===== src/rtl/bus_pkg.sv =====
// Shared types and the default memory map for the core-to-peripheral interconnect.
package bus_pkg;

  typedef enum logic [1:0] {
    IDLE = 2'd0,
    WAIT = 2'd1,
    RESP = 2'd2
  } state_t;

  localparam int N_SLAVES_DEF = 12;
  localparam int ADDR_W_DEF   = 32;
  localparam int DATA_W_DEF   = 32;
  localparam int TIMEOUT_DEF  = 15;

  // Slave port assignment of the current memory map
  localparam int SLV_RAM       = 0;
  localparam int SLV_KBD       = 1;
  localparam int SLV_SW        = 2;
  localparam int SLV_LED       = 3;
  localparam int SLV_SEG7      = 4;
  localparam int SLV_TIMER     = 5;
  localparam int SLV_BCD       = 6;
  localparam int SLV_UART_CTRL = 7;
  localparam int SLV_UART_DATA = 8;
  localparam int SLV_SPI_CTRL  = 9;
  localparam int SLV_SPI_DATA  = 10;
  localparam int SLV_MENU_ROM  = 11;

  // Listed from slave 11 down to slave 0
  localparam logic [N_SLAVES_DEF-1:0][ADDR_W_DEF-1:0] DEFAULT_BASE = {
    32'h0002_0000,  // menu ROM
    32'h0001_0074,  // SPI data
    32'h0001_0070,  // SPI control
    32'h0001_0064,  // UART data
    32'h0001_0060,  // UART control
    32'h0001_0050,  // BCD
    32'h0001_0040,  // timer
    32'h0001_0030,  // 7-segment
    32'h0001_0020,  // LEDs
    32'h0001_0010,  // switches
    32'h0001_0000,  // keyboard
    32'h0000_0000   // RAM
  };

  localparam logic [N_SLAVES_DEF-1:0][ADDR_W_DEF-1:0] DEFAULT_MASK = {
    32'hFFFF_F000,
    32'hFFFF_FFFC,
    32'hFFFF_FFFC,
    32'hFFFF_FFFC,
    32'hFFFF_FFFC,
    32'hFFFF_FFF0,
    32'hFFFF_FFF0,
    32'hFFFF_FFF0,
    32'hFFFF_FFF0,
    32'hFFFF_FFF0,
    32'hFFFF_FFF0,
    32'hFFFF_0000
  };

endpackage


===== src/rtl/bus_interconnect_if.sv =====
// Core-side request/response and peripheral-side select/strobe/data bundle.
interface bus_interconnect_if
  import bus_pkg::*;
#(
  parameter int N_SLAVES = N_SLAVES_DEF,
  parameter int ADDR_W   = ADDR_W_DEF,
  parameter int DATA_W   = DATA_W_DEF
);
  logic                       req_i;
  logic                       we_i;
  logic [ADDR_W-1:0]          address_i;
  logic [DATA_W-1:0]          wdata_i;
  logic                       ready_o;
  logic [DATA_W-1:0]          d_o;
  logic                       err_o;
  logic [N_SLAVES-1:0]        sel_o;
  logic [N_SLAVES-1:0]        we_o;
  logic [ADDR_W-1:0]          addr_o;
  logic [DATA_W-1:0]          wdata_o;
  logic [N_SLAVES*DATA_W-1:0] rdata_i;
  logic [N_SLAVES-1:0]        ack_i;

  // Interconnect view: takes the core request and peripheral replies
  modport slave (
    input  req_i, we_i, address_i, wdata_i, rdata_i, ack_i,
    output ready_o, d_o, err_o, sel_o, we_o, addr_o, wdata_o
  );

  // Environment view: the core plus the peripherals around the interconnect
  modport master (
    output req_i, we_i, address_i, wdata_i, rdata_i, ack_i,
    input  ready_o, d_o, err_o, sel_o, we_o, addr_o, wdata_o
  );
endinterface


===== src/rtl/bus_interconnect_decoder.sv =====
// Mask/base address decoder; the lowest matching slave index wins on overlap.
module addr_decoder
  import bus_pkg::*;
#(
  parameter int N_SLAVES = N_SLAVES_DEF,
  parameter int ADDR_W   = ADDR_W_DEF,
  parameter int IDX_W    = (N_SLAVES > 1) ? $clog2(N_SLAVES) : 1,
  parameter logic [N_SLAVES-1:0][ADDR_W-1:0] BASE = DEFAULT_BASE,
  parameter logic [N_SLAVES-1:0][ADDR_W-1:0] MASK = DEFAULT_MASK
) (
  input  logic [ADDR_W-1:0] address,
  output logic              hit,
  output logic [IDX_W-1:0]  index
);

  logic [N_SLAVES-1:0] match_s;

  for (genvar g = 0; g < N_SLAVES; g++) begin : g_match
    assign match_s[g] = ((address & MASK[g]) == BASE[g]);
  end

  // Scan from the top so the lowest matching index is the one left standing
  always_comb begin
    hit   = |match_s;
    index = {IDX_W{1'b0}};
    for (int i = N_SLAVES - 1; i >= 0; i--) begin
      if (match_s[i]) begin
        index = IDX_W'(i);
      end else begin
        index = index;
      end
    end
  end

endmodule


===== src/rtl/bus_interconnect.sv =====
// Registered single-outstanding interconnect: decode, wait for ack or timeout, respond.
module bus_interconnect
  import bus_pkg::*;
#(
  parameter int N_SLAVES = N_SLAVES_DEF,
  parameter int ADDR_W   = ADDR_W_DEF,
  parameter int DATA_W   = DATA_W_DEF,
  parameter int TIMEOUT  = TIMEOUT_DEF,
  parameter logic [N_SLAVES-1:0][ADDR_W-1:0] BASE = DEFAULT_BASE,
  parameter logic [N_SLAVES-1:0][ADDR_W-1:0] MASK = DEFAULT_MASK
) (
  input  logic             clk_i,
  input  logic             rst_n_i,
  bus_interconnect_if.slave bus
);

  localparam int IDX_W = (N_SLAVES > 1) ? $clog2(N_SLAVES) : 1;
  localparam int CNT_W = $clog2(TIMEOUT + 1);

  state_t              state_r, next_state_s;
  logic                dec_hit_s;
  logic [IDX_W-1:0]    dec_idx_s, idx_r, idx_nxt_s;
  logic [N_SLAVES-1:0] dec_hot_s;
  logic [CNT_W-1:0]    cnt_r, cnt_nxt_s;
  logic                wr_r, wr_nxt_s;
  logic                ready_r, ready_nxt_s;
  logic                err_r, err_nxt_s;
  logic [DATA_W-1:0]   d_r, d_nxt_s;
  logic [N_SLAVES-1:0] sel_r, sel_nxt_s;
  logic [N_SLAVES-1:0] we_r, we_nxt_s;
  logic [ADDR_W-1:0]   addr_r, addr_nxt_s;
  logic [DATA_W-1:0]   wdata_r, wdata_nxt_s;
  logic [DATA_W-1:0]   rdata_arr_s [N_SLAVES];
  logic                ack_sel_s;
  logic                timeout_s;

  addr_decoder #(
    .N_SLAVES (N_SLAVES),
    .ADDR_W   (ADDR_W),
    .IDX_W    (IDX_W),
    .BASE     (BASE),
    .MASK     (MASK)
  ) u_dec (
    .address (bus.address_i),
    .hit     (dec_hit_s),
    .index   (dec_idx_s)
  );

  for (genvar g = 0; g < N_SLAVES; g++) begin : g_rdata
    assign rdata_arr_s[g] = bus.rdata_i[g*DATA_W +: DATA_W];
  end

  assign dec_hot_s = N_SLAVES'(1'b1) << dec_idx_s;
  // Only the latched slave's acknowledge can end a transaction
  assign ack_sel_s = bus.ack_i[idx_r];
  assign timeout_s = (cnt_r == CNT_W'(TIMEOUT - 1));

  // State register
  always_ff @(posedge clk_i or negedge rst_n_i) begin
    if (!rst_n_i) begin
      state_r <= IDLE;
    end else begin
      state_r <= next_state_s;
    end
  end

  // Next-state logic
  always_comb begin
    next_state_s = state_r;
    case (state_r)
      IDLE: begin
        if (bus.req_i) begin
          next_state_s = dec_hit_s ? WAIT : RESP;
        end else begin
          next_state_s = IDLE;
        end
      end
      WAIT: begin
        if (ack_sel_s || timeout_s) begin
          next_state_s = RESP;
        end else begin
          next_state_s = WAIT;
        end
      end
      RESP:    next_state_s = IDLE;
      default: next_state_s = IDLE;
    endcase
  end

  // Next values of the registered outputs; d/err change only on completion
  always_comb begin
    ready_nxt_s = 1'b0;
    err_nxt_s   = err_r;
    d_nxt_s     = d_r;
    sel_nxt_s   = {N_SLAVES{1'b0}};
    we_nxt_s    = {N_SLAVES{1'b0}};
    addr_nxt_s  = addr_r;
    wdata_nxt_s = wdata_r;
    wr_nxt_s    = wr_r;
    idx_nxt_s   = idx_r;
    cnt_nxt_s   = cnt_r;
    case (state_r)
      IDLE: begin
        if (bus.req_i) begin
          addr_nxt_s  = bus.address_i;
          wdata_nxt_s = bus.wdata_i;
          wr_nxt_s    = bus.we_i;
          if (dec_hit_s) begin
            idx_nxt_s = dec_idx_s;
            sel_nxt_s = dec_hot_s;
            we_nxt_s  = bus.we_i ? dec_hot_s : {N_SLAVES{1'b0}};
            cnt_nxt_s = {CNT_W{1'b0}};
          end else begin
            ready_nxt_s = 1'b1;
            err_nxt_s   = 1'b1;
            d_nxt_s     = {DATA_W{1'b0}};
          end
        end else begin
          cnt_nxt_s = {CNT_W{1'b0}};
        end
      end
      WAIT: begin
        if (ack_sel_s) begin
          ready_nxt_s = 1'b1;
          err_nxt_s   = 1'b0;
          d_nxt_s     = wr_r ? {DATA_W{1'b0}} : rdata_arr_s[idx_r];
          cnt_nxt_s   = {CNT_W{1'b0}};
        end else if (timeout_s) begin
          ready_nxt_s = 1'b1;
          err_nxt_s   = 1'b1;
          d_nxt_s     = {DATA_W{1'b0}};
          cnt_nxt_s   = {CNT_W{1'b0}};
        end else begin
          sel_nxt_s = sel_r;
          cnt_nxt_s = cnt_r + CNT_W'(1'b1);
        end
      end
      RESP:    ready_nxt_s = 1'b0;
      default: ready_nxt_s = 1'b0;
    endcase
  end

  // Output and datapath registers
  always_ff @(posedge clk_i or negedge rst_n_i) begin
    if (!rst_n_i) begin
      ready_r <= 1'b0;
      err_r   <= 1'b0;
      d_r     <= {DATA_W{1'b0}};
      sel_r   <= {N_SLAVES{1'b0}};
      we_r    <= {N_SLAVES{1'b0}};
      addr_r  <= {ADDR_W{1'b0}};
      wdata_r <= {DATA_W{1'b0}};
      wr_r    <= 1'b0;
      idx_r   <= {IDX_W{1'b0}};
      cnt_r   <= {CNT_W{1'b0}};
    end else begin
      ready_r <= ready_nxt_s;
      err_r   <= err_nxt_s;
      d_r     <= d_nxt_s;
      sel_r   <= sel_nxt_s;
      we_r    <= we_nxt_s;
      addr_r  <= addr_nxt_s;
      wdata_r <= wdata_nxt_s;
      wr_r    <= wr_nxt_s;
      idx_r   <= idx_nxt_s;
      cnt_r   <= cnt_nxt_s;
    end
  end

  assign bus.ready_o = ready_r;
  assign bus.err_o   = err_r;
  assign bus.d_o     = d_r;
  assign bus.sel_o   = sel_r;
  assign bus.we_o    = we_r;
  assign bus.addr_o  = addr_r;
  assign bus.wdata_o = wdata_r;

endmodule

===== src/flat_wrapper.sv =====
// flat-port wrapper written by rule: the top's interface ports become plain ports
module bus_interconnect_flat import bus_pkg::*;
#(
  parameter int N_SLAVES = N_SLAVES_DEF,
  parameter int ADDR_W   = ADDR_W_DEF,
  parameter int DATA_W   = DATA_W_DEF,
  parameter int TIMEOUT  = TIMEOUT_DEF,
  parameter logic [N_SLAVES-1:0][ADDR_W-1:0] BASE = DEFAULT_BASE,
  parameter logic [N_SLAVES-1:0][ADDR_W-1:0] MASK = DEFAULT_MASK
)
  (clk_i, rst_n_i, bus_req_i, bus_we_i, bus_address_i, bus_wdata_i, bus_rdata_i, bus_ack_i, bus_ready_o, bus_d_o, bus_err_o, bus_sel_o, bus_we_o, bus_addr_o, bus_wdata_o);
  bus_interconnect_if #(.N_SLAVES(N_SLAVES), .ADDR_W(ADDR_W), .DATA_W(DATA_W)) bus_i ();
  input  logic clk_i;
  input  logic rst_n_i;
  input wire logic [$bits(bus_i.req_i)-1:0] bus_req_i;
  input wire logic [$bits(bus_i.we_i)-1:0] bus_we_i;
  input wire logic [$bits(bus_i.address_i)-1:0] bus_address_i;
  input wire logic [$bits(bus_i.wdata_i)-1:0] bus_wdata_i;
  input wire logic [$bits(bus_i.rdata_i)-1:0] bus_rdata_i;
  input wire logic [$bits(bus_i.ack_i)-1:0] bus_ack_i;
  output wire logic [$bits(bus_i.ready_o)-1:0] bus_ready_o;
  output wire logic [$bits(bus_i.d_o)-1:0] bus_d_o;
  output wire logic [$bits(bus_i.err_o)-1:0] bus_err_o;
  output wire logic [$bits(bus_i.sel_o)-1:0] bus_sel_o;
  output wire logic [$bits(bus_i.we_o)-1:0] bus_we_o;
  output wire logic [$bits(bus_i.addr_o)-1:0] bus_addr_o;
  output wire logic [$bits(bus_i.wdata_o)-1:0] bus_wdata_o;
  assign bus_i.req_i = bus_req_i;
  assign bus_i.we_i = bus_we_i;
  assign bus_i.address_i = bus_address_i;
  assign bus_i.wdata_i = bus_wdata_i;
  assign bus_i.rdata_i = bus_rdata_i;
  assign bus_i.ack_i = bus_ack_i;
  assign bus_ready_o = bus_i.ready_o;
  assign bus_d_o = bus_i.d_o;
  assign bus_err_o = bus_i.err_o;
  assign bus_sel_o = bus_i.sel_o;
  assign bus_we_o = bus_i.we_o;
  assign bus_addr_o = bus_i.addr_o;
  assign bus_wdata_o = bus_i.wdata_o;
  bus_interconnect #(.N_SLAVES(N_SLAVES), .ADDR_W(ADDR_W), .DATA_W(DATA_W), .TIMEOUT(TIMEOUT), .BASE(BASE), .MASK(MASK)) u_core (.clk_i(clk_i), .rst_n_i(rst_n_i), .bus(bus_i));
endmodule

===== config.mk =====
export PLATFORM = sky130hd
export DESIGN_NAME = bus_interconnect_flat
export DESIGN_NICKNAME = d
export VERILOG_FILES = /design/src/rtl/bus_pkg.sv /design/src/rtl/bus_interconnect_if.sv /design/src/rtl/bus_interconnect_decoder.sv /design/src/rtl/bus_interconnect.sv /design/src/flat_wrapper.sv
export SDC_FILE = /design/constraint.sdc
export NUM_CORES = 1
export LEC_CHECK = 0
export CAP_MARGIN = 20
export CORE_AREA = 2 2 225 227
export DETAILED_ROUTE_END_ITERATION = 8
export DIE_AREA = 0 0 227 229
export GPL_TIMING_DRIVEN = 0
export MAX_ROUTING_LAYER = met4
export PLACE_DENSITY_LB_ADDON = 0.3
export SLEW_MARGIN = 20
export SYNTH_ARGS = -nofsm -noshare
export SYNTH_HDL_FRONTEND = slang
export SYNTH_HIERARCHICAL = 1
export SYNTH_SLANG_ARGS = --single-unit

===== constraint.sdc =====
create_clock -name clk_i -period 2.19 [get_ports clk_i]
set_input_delay 0.657 -clock clk_i [delete_from_list [all_inputs] [get_ports clk_i]]
set_output_delay 0.657 -clock clk_i [all_outputs]
set_load 0.01 [all_outputs]

==> metrics <==
Clock Sinks 132; RSZ-0062 raised after global routing yes; Crit path required time 2.52 ns; flops & latches, synth 132; routed vias 8427; number of CTS-inserted buffers 17; Worst Skew 0.01009 ns; CP Max Fanout 8; core area 0.04966 mm²; share of cells above drive strength 1 0.2682; Final Hold Fails 0; WP data arrival 2.50 ns; Nets 1702; most frequent cell after synthesis dfrtp_1; fillers 5068; maximum vdd drop 0.5813 mV; Detail Route Antenna Nets 0; mux share of post-synthesis cell area 0.4044; Yosys top cell area share 0.4019; R2R depth 8; Netlist cell types 46; kind of critical path input pin to flip-flop; Clock Latency Late Sink 0.44 ns; Post-DP HPWL 39430 µm; Worst R2R End u_core/bus.d_o[8]; Remaining DRCs 0; die height 229 µm; Max Cap Viol 0; Tcrit/Tclk final 0.9913; clk slew on worst S/H paths 0.06 ns; multi-input logic area 0.004913 mm²; crit path time final 2.171 ns; compound-gate portion of the synthesized area 0.09364; Synth Net Count 1065; vias in the first global route 9232; r2r startpoint u_core/idx_r[2]; outcome complete, no violations; initial antenna violation count 17; post-synthesis adder-cell area fraction 0.003045; grt ovf 0; Most used DFF post-synth dfrtp_1; Initial Utilization 0.1655; hold crit path type input pin to asynchronous set/reset pin; CTS max path bufs 2; ranking of synthesized cells by area dfrtp_1 40%, mux4_2 27%, mux2_2 9.6%; cell taking the most area after synthesis dfrtp_1; Final Instance Area 0.01643 mm²; GPL Wtd Cong 0.8572; clock root cell clkbuf_16; total track usage 0.1860; CP Capture Type flip-flop; CP max stage cell clkdlybuf4s50_1; FFs w/ async S/R, synth 1.000; Row Count 82; CP cell instances clkdlybuf4s50_1 > mux2i_1 > a32o_2 > o31ai_4 > o21ai_4 > buf_12 > buf_4 > a32o_1; crit start category input pin; WL final 48430 µm; Post-DP Area 0.01500 mm²; Mapped Area 0.008218 mm²; combinational family with the most area after synthesis multiplexers; CTS tree built; Max Clock Freq 460.6 MHz; I/O Pins 586; Post-synth EDFFs 0; largest net degree at the start of global routing 85; I/O Buffers 585; r2r setup slk 0.06 ns; Starting DRT DRC Count 401; PD cells 476.2 mW/mm²; Ys Warns 6; Synth Instances 599; slew margin rel. 0.5629; Max stage delay on crit path 0.46 ns; post-synthesis simple-gate area fraction 0.06197; FF+latch area 0.003304 mm²; first-pass detailed-route iteration total 4; first-pass GRT wire length 66600 µm; Layout area overhead 99.89%; Slew Viols, Final 0; die area 0.05198 mm²; Pleak 6.108 nW; Pwr Total 7.822 mW; post-synthesis xor/xnor area fraction 0; Synth top cells by count 132 x dfrtp_1, 97 x mux4_2, 70 x mux2_2; endpoints failing setup 0; Worst-Margin Slew 0.6557 ns; Die W 227 µm; Routed WL per cell 25.10 µm; H-tree levels 4; via-per-instance ratio 4.366; Avg Cell Area, Syn 13.72 µm²; sequential-to-total area share from yosys stat 0.4019
cell type report:
cell class                 count  area share
multi-input combinational    405      0.2991
inverter                       6    0.001371
sequential                   132      0.2012
clock inverter                12     0.01013
timing repair buffer         619      0.3751
tap                          672     0.05118
clock buffer                  20     0.02841
buffer                        55     0.03214
antenna                        9    0.001371
where the power goes:
part | leakage, nW | internal [mW] | switching (mW)
registers | 1.69 | 2.62 | 0.0951
clock network | 0.310 | 1.91 | 1.27
logic | 4.11 | 1.33 | 0.598
worst max path at each step:
stage,from,end,slack [ns],cells after the start
6_report,bus_ack_i[6],u_core/bus.d_o[8],0.02,8
5_1_grt,u_core/idx_r[0],u_core/bus.d_o[31],-0.04,6
4_1_cts,bus_req_i,u_core/bus.wdata_o[5],0.00008,4
3_5_place_dp,bus_address_i[31],u_core/bus.sel_o[3],-1.44,7
3_3_place_gp,rst_n_i,u_core/bus.d_o[14],-5.52,1
2_1_floorplan,bus_address_i[14],u_core/cnt_r[3],-0.12,9
logic make-up (layout without fill, tap and decap cells):
| family | count (synthesis) | in the layout |
|---|---|---|
| multiplexers | 202 | 202 |
| AO/OA/AOI/OAI | 100 | 100 |
| other | 0 | 9 |
| AND/OR/NAND/NOR | 101 | 101 |
| buffers and inverters | 62 | 712 |
| flip-flops | 132 | 132 |
| adder cells (fa/ha/maj) | 2 | 2 |
per-layer routing:
metal	wire (µm)	GRT usage
met1	18800	0.2059
met2	24990	0.3271
met3	3948	0.05452
met4	698	0.04330
met5	0	-
registers in the layout, summed over array words and instances, names as in the netlist, 4 cells and up:
register            count
u_core/bus.sel_o       12
u_core/idx_r            4
u_core/bus.d_o         32
u_core/bus.we_o        12
u_core/cnt_r            4
u_core/bus.wdata_o     32
u_core/bus.addr_o      32
metrics by stage:
step	TNS [ns]	util	setup WS (ns)	cells	hold WS (ns)
finish	0	0.3308	0.01896	1930	0.1183
detailed placement	-140.94	0.3020	-1.444	1857	0.4838
floorplan	-2.580	-	-0.1170	599	0.3614
global route	-0.2092	0.3308	-0.03570	1930	0.1206
global placement	-862.48	0.3014	-5.519	1856	0.4732
CTS	0	0.3243	0.00008349	1907	0.1114
layout by cell type, fill, tap and decap left out, types with 4 or more instances in the layout:
cell type	instances
clkbuf_2	8
nand2_1	40
mux4_2	97
a22o_1	7
buf_8	7
mux2i_1	31
nor3_4	4
clkdlybuf4s50_1	549
buf_4	34
clkbuf_8	5
a32o_1	35
buf_6	13
clkbuf_16	18
clkbuf_4	8
nand3_1	4
buf_12	8
o21ai_0	35
nor2b_1	4
inv_1	6
clkbuf_1	6
dlygate4sd2_1	19
dfrtp_1	131
nor2_1	13
dlymetal6s2s_1	7
mux2_2	70
nor4_4	4
buf_2	8
diode_2	9
worst max-delay path, delay by kind of cell:
kind | cells | cell delay, ns
multiplexers | 1 | 0.09
AO/OA/AOI/OAI | 4 | 0.96
buffers and inverters | 3 | 0.78
repair_timing:
action                                  in CTS  in global routing
hold buffers                                 0                  0
gates resized for setup                    145                 71
pin swaps                                   14                 14
cloned                                       0                  3
endpoints found under the setup margin     133                119
setup buffers                               18                 12
Power figures use the tool's default switching activity.
==> patch, RTL diff (same flow settings) <==
The package constant `ADDR_W_DEF` goes from 32 to 64.
--- a/src/rtl/bus_pkg.sv
+++ b/src/rtl/bus_pkg.sv
@@ -8,7 +8,7 @@
   } state_t;
 
   localparam int N_SLAVES_DEF = 12;
-  localparam int ADDR_W_DEF   = 32;
+  localparam int ADDR_W_DEF   = 64;
   localparam int DATA_W_DEF   = 32;
   localparam int TIMEOUT_DEF  = 15;
 
Interface: changed (resized bus_addr_o and bus_address_i); port bits go from 586 to 650. The function was not compared with the original's and may differ.
==> patch against the unedited design <==
The run now ends with setup timing left; area after synthesis increased by 16%; sequential cell count increased by 32; setup slack worse by 0.023 ns; cell count increased by 8.0%; first-iteration DRC count grew 36%; hold slack got worse by 0.046 ns; design area grew 12%; routed wire length is 14% higher; global-route usage is 2.8 points higher; count of clock-buffer cells in the layout stayed put; largest cell class unchanged.
Power is not compared: it rests on default switching activity, and its combinational part moved more than twofold at a synthesized area within 25%.
==> patch: results <==
group,metric,value,unit
yosys,seq_area_frac_synth,0.431,
placed_design,pre_cts_ws,-1.48,ns
global_route,grt_max_degree,64,
yosys,synthMuxAreaShare,0.387,
setup_path,slowest_stage,"mux4_2",
layout,antenna_cells,25,
clock_network,cts.sinks,164,
yosys,synth_commonest_cells,"dfrtp_1 (164), mux2_2 (102), mux4_2 (97)",
timing,hold_ws,0.0718,ns
global_route,antenna_found_initial,32,
layout,nNetsFinal,1872,
clock_network,post_cts_resized,121,
route,detail_route.wl_per_cell,26.5,µm
layout,multi_input_area_share,0.297,
setup_path,path_max_fanout,5,
setup_path,rr_worst_depth,7,
global_route,grt_pass1_vias,10452,
run_status,status,"finished with violations",
yosys,avgSynthCellArea,14.0,µm²
timing,final.setup.tns,-0.0115,ns
setup_path,r2r_setup_slack,0.02,ns
placed_design,gp_congestion,0.938,
timing,worst_clock_skew,0.0141,ns
clock_network,post_cts_buffers,11,
setup_path,critical-path-top-delay-family,"buffers and inverters",
route,drt-total-wl,55.3,mm
yosys,synth_adder_area_share,0.00263,
placed_design,portBuffers,649,
placed_design,hpwlAfterDp,45.9,mm
global_route,grt_use_total,0.214,
timing,layout_setup_ws,-0.00426,ns
setup_path,slowest_delay,0.48,ns
route,viasPerCell,4.61,
yosys,synthTopCellsByArea,"dfrtp_1 (43%), mux4_2 (23%), mux2_2 (12%), a32o_1 (3.8%), mux2i_1 (3.7%)",
timing,setup_viol,4,
placed_design,dp.cells,2003,
run_status,failed_checks,"setup timing",
clock_network,insertion_delay,0.49,ns
route,first_pass_iters,8,
patch: cell count changes in the layout (fill, tap and decap cells not counted), sizes merged, moves of 5 or more:
cell and delta:
mux2 +32, buf -9, nand4 +5, dlymetal6s2s +14, dfrtp +32, clkdlybuf4s50 +62
diode +16
patch: power by group through the flow:
| stage | sequential (mW) | clock [mW] | combinational (mW) |
|---|---|---|---|
| floorplan | 5.33 | 0 | 1.92 |
| global placement | 4.84 | 0 | 6.43 |
| detailed placement | 4.89 | 0 | 6.47 |
| CTS | 4.86 | 3.45 | 6.59 |
| global route | 5.01 | 3.53 | 6.99 |
| finish | 4.85 | 3.29 | 6.60 |
patch: layer usage:
metal  vias to the layer above  wire length [µm]  track usage  share of wire
met4                         0              1740       0.0888          0.031
li1                       4132                 -            -              -
met3                        83              4780       0.0721          0.087
met1                      4894             20700        0.228           0.37
met2                       494             28100        0.362           0.51
met5                         -                 0            -              0
